$ cat config.mk
export PLATFORM = sky130hd
export DESIGN_NAME = spm_mul_ctrl_flat
export DESIGN_NICKNAME = d
export VERILOG_FILES = /design/src/rtl/spm_pkg.sv /design/src/rtl/spm_mul_ctrl_if.sv /design/src/rtl/spm_csa_chain.sv /design/src/rtl/spm_mul_ctrl.sv /design/src/flat_wrapper.sv
export SDC_FILE = /design/constraint.sdc
export NUM_CORES = 1
export LEC_CHECK = 0
export CAP_MARGIN = 20
export CORE_UTILIZATION = 35
export CTS_CLUSTER_DIAMETER = 120
export DETAILED_ROUTE_END_ITERATION = 8
export GPL_ROUTABILITY_DRIVEN = 0
export PLACE_DENSITY_LB_ADDON = 0.2
export SLEW_MARGIN = 20
export SYNTH_ARGS = -nofsm -noshare
export SYNTH_HDL_FRONTEND = slang
export SYNTH_SLANG_ARGS = --single-unit
$ cat constraint.sdc
create_clock -name clk -period 1.9 [get_ports clk]
set_input_delay 0.19 -clock clk [delete_from_list [all_inputs] [get_ports clk]]
set_output_delay 0.19 -clock clk [all_outputs]
set_load 0.02 [all_outputs]
$ cat src/rtl/spm_pkg.sv
`default_nettype none
// ============================================================================
// Module   : spm_pkg
// Desc     : Shared types and helpers for the serial-parallel multiplier.
// Revision : 1.0
// ============================================================================
package spm_pkg;

  localparam int SPM_SIZE_DEF = 8;

  typedef enum logic [1:0] {
    IDLE = 2'd0,
    RUN  = 2'd1,
    DONE = 2'd2
  } spm_state_e;

  // Counter must reach 2*size, the index of the final capture edge.
  function automatic int spm_cnt_w(input int size);
    return $clog2(2 * size + 1);
  endfunction

endpackage
`default_nettype wire

$ cat src/rtl/spm_mul_ctrl_if.sv
`default_nettype none
// ============================================================================
// Module   : spm_mul_ctrl_if
// Desc     : Operand and product valid/ready handshakes of the multiplier.
// Revision : 1.0
// ============================================================================
interface spm_mul_ctrl_if #(
  parameter int SIZE = spm_pkg::SPM_SIZE_DEF
) ();

  logic              in_valid;
  logic              in_ready;
  logic [SIZE-1:0]   mc;
  logic [SIZE-1:0]   mp;
  logic              out_valid;
  logic              out_ready;
  logic [2*SIZE-1:0] prod;

  modport master (
    output in_valid, mc, mp, out_ready,
    input  in_ready, out_valid, prod
  );

  modport slave (
    input  in_valid, mc, mp, out_ready,
    output in_ready, out_valid, prod
  );

endinterface
`default_nettype wire

$ cat src/rtl/spm_csa_chain.sv
`default_nettype none
// ============================================================================
// Module   : spm_csa_chain
// Desc     : Carry-save chain; x parallel, y serial LSB-first, product on p.
// Revision : 1.0
// ============================================================================
module spm_csa_chain
  import spm_pkg::*;
#(
  parameter int SIZE = SPM_SIZE_DEF
) (
  input  logic            clk,
  input  logic            rst,
  input  logic            en,
  input  logic            clr,
  input  logic [SIZE-1:0] x,
  input  logic            y,
  output logic            p
);

  logic [SIZE-1:0] sum_w;

  for (genvar i = 0; i < SIZE; i++) begin : g_cell
    logic a;
    logic s_q;
    logic c_q;

    assign a        = x[i] & y;
    assign sum_w[i] = s_q;

    if (i == SIZE - 1) begin : g_tcmp
      // Serial negation of x[msb]*y: pass bits through the first 1, invert after.
      always_ff @(posedge clk or negedge rst) begin
        if (!rst) begin
          s_q <= 1'b0;
          c_q <= 1'b0;
        end else if (clr) begin
          s_q <= 1'b0;
          c_q <= 1'b0;
        end else if (en) begin
          s_q <= a ^ c_q;
          c_q <= a | c_q;
        end
      end
    end else begin : g_fa
      always_ff @(posedge clk or negedge rst) begin
        if (!rst) begin
          s_q <= 1'b0;
          c_q <= 1'b0;
        end else if (clr) begin
          s_q <= 1'b0;
          c_q <= 1'b0;
        end else if (en) begin
          s_q <= a ^ sum_w[i+1] ^ c_q;
          c_q <= (a & sum_w[i+1]) | (a & c_q) | (sum_w[i+1] & c_q);
        end
      end
    end
  end

  assign p = sum_w[0];

endmodule
`default_nettype wire

$ cat src/rtl/spm_mul_ctrl.sv
`default_nettype none
// ============================================================================
// Module   : spm_mul_ctrl
// Desc     : Handshake/sequencing wrapper streaming operands through the chain.
// Revision : 1.0
// ============================================================================
module spm_mul_ctrl
  import spm_pkg::*;
#(
  parameter int SIZE = SPM_SIZE_DEF
) (
  input  logic           clk,
  input  logic           rst,
  spm_mul_ctrl_if.slave  bus
);

  localparam int            CW       = spm_cnt_w(SIZE);
  localparam int            PW       = 2 * SIZE;
  localparam logic [CW-1:0] CNT_LAST = CW'(PW);

  spm_state_e      state;
  spm_state_e      state_nxt;
  logic [CW-1:0]   cnt;
  logic [SIZE-1:0] x_q;
  logic [PW-1:0]   y_sr;
  logic [PW-1:0]   p_sr;
  logic [PW-1:0]   prod_q;
  logic            accept;
  logic            running;
  logic            chain_p;

  assign accept  = (state == IDLE) && bus.in_valid;
  assign running = (state == RUN);

  always_ff @(posedge clk or negedge rst) begin
    if (!rst) state <= IDLE;
    else      state <= state_nxt;
  end

  always_comb begin
    state_nxt = state;
    case (state)
      IDLE:    if (bus.in_valid)    state_nxt = RUN;
      RUN:     if (cnt == CNT_LAST) state_nxt = DONE;
      DONE:    if (bus.out_ready)   state_nxt = IDLE;
      default:                      state_nxt = IDLE;
    endcase
  end

  always_ff @(posedge clk or negedge rst) begin
    if (!rst) begin
      cnt    <= '0;
      x_q    <= '0;
      y_sr   <= '0;
      p_sr   <= '0;
      prod_q <= '0;
    end else if (accept) begin
      cnt  <= '0;
      x_q  <= bus.mc;
      y_sr <= {{SIZE{bus.mp[SIZE-1]}}, bus.mp};
    end else if (running) begin
      cnt  <= cnt + CW'(1);
      y_sr <= {y_sr[PW-1], y_sr[PW-1:1]};
      // Stage-0 sum lags the counter by one: it holds bit cnt-1.
      if (cnt != '0)
        p_sr <= {chain_p, p_sr[PW-1:1]};
      if (cnt == CNT_LAST)
        prod_q <= {chain_p, p_sr[PW-1:1]};
    end
  end

  spm_csa_chain #(
    .SIZE (SIZE)
  ) u_chain (
    .clk (clk),
    .rst (rst),
    .en  (running),
    .clr (accept),
    .x   (x_q),
    .y   (y_sr[0]),
    .p   (chain_p)
  );

  assign bus.in_ready  = (state == IDLE);
  assign bus.out_valid = (state == DONE);
  assign bus.prod      = prod_q;

endmodule
`default_nettype wire

$ cat src/flat_wrapper.sv
// flat-port wrapper written by rule: the top's interface ports become plain ports
module spm_mul_ctrl_flat import spm_pkg::*;
#(
  parameter int SIZE = SPM_SIZE_DEF
)
  (clk, rst, bus_in_valid, bus_mc, bus_mp, bus_out_ready, bus_in_ready, bus_out_valid, bus_prod);
  spm_mul_ctrl_if #(.SIZE(SIZE)) bus_i ();
  input  logic clk;
  input  logic rst;
  input wire logic [$bits(bus_i.in_valid)-1:0] bus_in_valid;
  input wire logic [$bits(bus_i.mc)-1:0] bus_mc;
  input wire logic [$bits(bus_i.mp)-1:0] bus_mp;
  input wire logic [$bits(bus_i.out_ready)-1:0] bus_out_ready;
  output wire logic [$bits(bus_i.in_ready)-1:0] bus_in_ready;
  output wire logic [$bits(bus_i.out_valid)-1:0] bus_out_valid;
  output wire logic [$bits(bus_i.prod)-1:0] bus_prod;
  assign bus_i.in_valid = bus_in_valid;
  assign bus_i.mc = bus_mc;
  assign bus_i.mp = bus_mp;
  assign bus_i.out_ready = bus_out_ready;
  assign bus_in_ready = bus_i.in_ready;
  assign bus_out_valid = bus_i.out_valid;
  assign bus_prod = bus_i.prod;
  spm_mul_ctrl #(.SIZE(SIZE)) u_core (.clk(clk), .rst(rst), .bus(bus_i));
endmodule
==> reports/results.txt <==
status = completed
RSZ-0062 raised after global routing = false
RR Startpoint = u_core.cnt[0]$_DFFE_PN0P_
PD cells = 1690 mW/mm²
f_max = 574 MHz
Synth cell types = 31
actual slew at the worst max-slew pin = 0.412 ns
Die Y = 101 µm
Finished Layout Cells = 467
Die ar. = 0.0102 mm²
num ports = 38
clk slew on worst S/H paths = 0.09 ns
first-pass GRT wire length = 10.5 mm
crit start category = register
share of cells above drive strength 1 = 0.189
fill cell count = 921
Final period util = 0.917
Worst setup EP type = output pin
DIE WIDTH = 101 µm
Core Region = 0.00937 mm²
clock sinks = 78
top-count cell post-synth = dfrtp_1
Max Cap Violations = 0
pin count of the biggest net entering global routing = 40
root buffer cell = clkbuf_8
setup tns final = 0 ns
critical path arrival = 1.55 ns
Peak VDD IR = 0.544 mV
placed instance count = 450
Vias per Instance = 4.69
# nets final = 363
Main synth FF type = dfrtp_1
synthesized net count = 321
detailed-route wire length per cell = 12.8 µm
area occupied by multi-input gates = 0.00131 mm²
H-tree levels = 3
critical-path maximum fanout = 8
yosys synthesis warning count = 0
Leak Pwr = 1.97 nW
vias after detailed routing = 2189
drt drc = 0
Total Wirelength = 5.96 mm
Synth Register Bits = 78
hpwl dp = 3.85 mm
# rows = 35
worst min path class = in -> async
Slew Limit Fails = 0
total CTS buffers = 9
Layout area overhead = 22.0%
async set or reset register ratio after synthesis = 1.00
starting density of the core = 0.367
Skew-Pair Late Insertion Delay = 0.35 ns
Critical Path RT = 1.71 ns
Hold Vio Cnt, Final = 0
minimum clock period = 1.74 ns
Synth area leader = dfrtp_1
final global-route overflow total = 0
Critical R2R Capture = u_core.bus.prod[4]$_DFFE_PN0P_
most frequent cells after synthesis = 78 x dfrtp_1, 70 x nand2_1, 19 x mux2_4
r2r setup slk = 0.26 ns
Yosys top cell area share = 0.567
largest cells by area after synthesis = dfrtp_1 57%, mux2_4 8.3%, nand2_1 7.6%, fa_1 4.1%, mux2_2 3.9%
Register Area = 0.00195 mm²
clock buffer depth = 2
clk_skew = 0.0119 ns
antenna-violating nets left = 0
Post-CTS Setup Inserts = 0
I/O Buffers = 37
diode count = 0
Post-synth EDFFs = 0
critical path class = reg -> out
post-synthesis cell count = 291
overall routing resource usage = 0.134
endpoints failing setup = 0
initial antenna violation count = 0
CTS tree = built
Cell Area, Synth = 0.00344 mm²
number of global-route vias before repair = 2232
Reg2Reg Depth = 5
1st-pass router iterations = 4
DRT iter0 DRCs = 74
relative slew slack = 0.725
Avg Cell Area, Syn = 11.8 µm²
sequential element share of the synthesized area = 0.567
==> critical path, stage by stage, from the launching register on <==
cell	delay (ns)
dfrtp_2	0.49
nor2_1	0.12
clkdlybuf4s50_1	0.61
==> cells by family (layout without fill, tap and decap cells) <==
logic type,Yosys count,in the layout,share of synthesized area
and+or+nand+nor,101,101,0.139
adders and majority gates,10,10,0.0516
buffers and inverters,33,80,0.0524
AOI/OAI and AO/OA,36,36,0.0622
muxes,33,33,0.128
DFF,78,78,0.567
==> stage by stage <==
step / hold WS, ns / util / setup WS [ns] / total power [mW] / area [µm²]
after global placement: 0.152 / 0.422 / 0.282 / 5.71 / 3960
after CTS: 0.317 / 0.448 / 0.0334 / 7.23 / 4200
after global routing: 0.334 / 0.448 / 0.0795 / 7.70 / 4200
final: 0.316 / 0.448 / 0.157 / 7.11 / 4200
after detailed placement: 0.158 / 0.422 / 0.253 / 5.78 / 3960
after floorplan: -0.106 / - / 0.375 / 4.97 / 3440
==> worst max path at each step <==
stage	startpoint	to	slack, ns	cells after the start
5_1_grt	u_core.state[1]$_DFFE_PN0P_	bus_in_ready	0.08	2
3_3_place_gp	bus_in_valid	u_core.y_sr[14]$_DFFE_PN0P_	0.28	5
4_1_cts	u_core.state[0]$_DFFE_PN0P_	bus_out_valid	0.03	3
6_report	u_core.state[1]$_DFFE_PN0P_	bus_in_ready	0.16	2
2_1_floorplan	u_core.cnt[0]$_DFFE_PN0P_	u_core.bus.prod[10]$_DFFE_PN0P_	0.37	6
3_5_place_dp	bus_in_valid	u_core.y_sr[11]$_DFFE_PN0P_	0.25	5
==> placed cells by master (no fill, tap or decap), types with 2 or more instances in the layout <==
master and instances:
buf_12 3, dfrtp_1 76, o21ai_0 15, bufinv_16 2, dfrtp_2 2, mux2_2 12, nand4_1 2, clkdlybuf4s50_1 35
ha_1 3, fa_1 7, clkbuf_8 9, mux2i_1 2, mux2_4 19, a31oi_1 7, a22oi_1 7, nand2_1 70
nand3_1 17, o31ai_1 2, o21ai_1 4, buf_4 6, clkinv_4 2, inv_1 18, nor2_4 2
==> state kept, by name, indices dropped and copies added, names as in the netlist <==
| signal | flops |
|---|---|
| u_core.u_chain.p | 1 |
| u_core.cnt | 5 |
| u_core.y_sr | 16 |
| u_core.p_sr | 15 |
| u_core.u_chain.g_cell.s_q | 7 |
| u_core.bus.prod | 16 |
| u_core.u_chain.g_cell.c_q | 8 |
| u_core.x_q | 8 |
| u_core.state | 2 |
==> repair_timing <==
item | CTS | global route
hold buffers | 1 | 0
endpoints found under the setup margin | 1 | 1
gates resized for setup | 1 | 2
endpoints found under the hold margin | 27 | 0
cloned | 0 | 0
==> layer usage <==
| layer | vias up | wire length [µm] | track usage |
|---|---|---|---|
| met1 | 1090 | 2950 | 0.176 |
| li1 | 1054 | - | - |
| met3 | 4 | 237 | 0.0421 |
| met5 | - | 0 | 0 |
| met4 | 0 | 72 | 0.0401 |
| met2 | 41 | 2710 | 0.212 |
==> cell type report <==
cell class	instances	area share
clock inverter	7	0.0250
timing repair buffer	46	0.114
clock buffer	9	0.0295
tap	129	0.0384
sequential	78	0.465
inverter	18	0.0161
multi-input combinational	180	0.312
==> power breakdown <==
| group | switching, mW | internal (mW) |
|---|---|---|
| clock | 0.646 | 0.758 |
| sequential | 0.509 | 2.44 |
| combinational | 1.32 | 1.44 |
(Power assumes the default switching activity.)
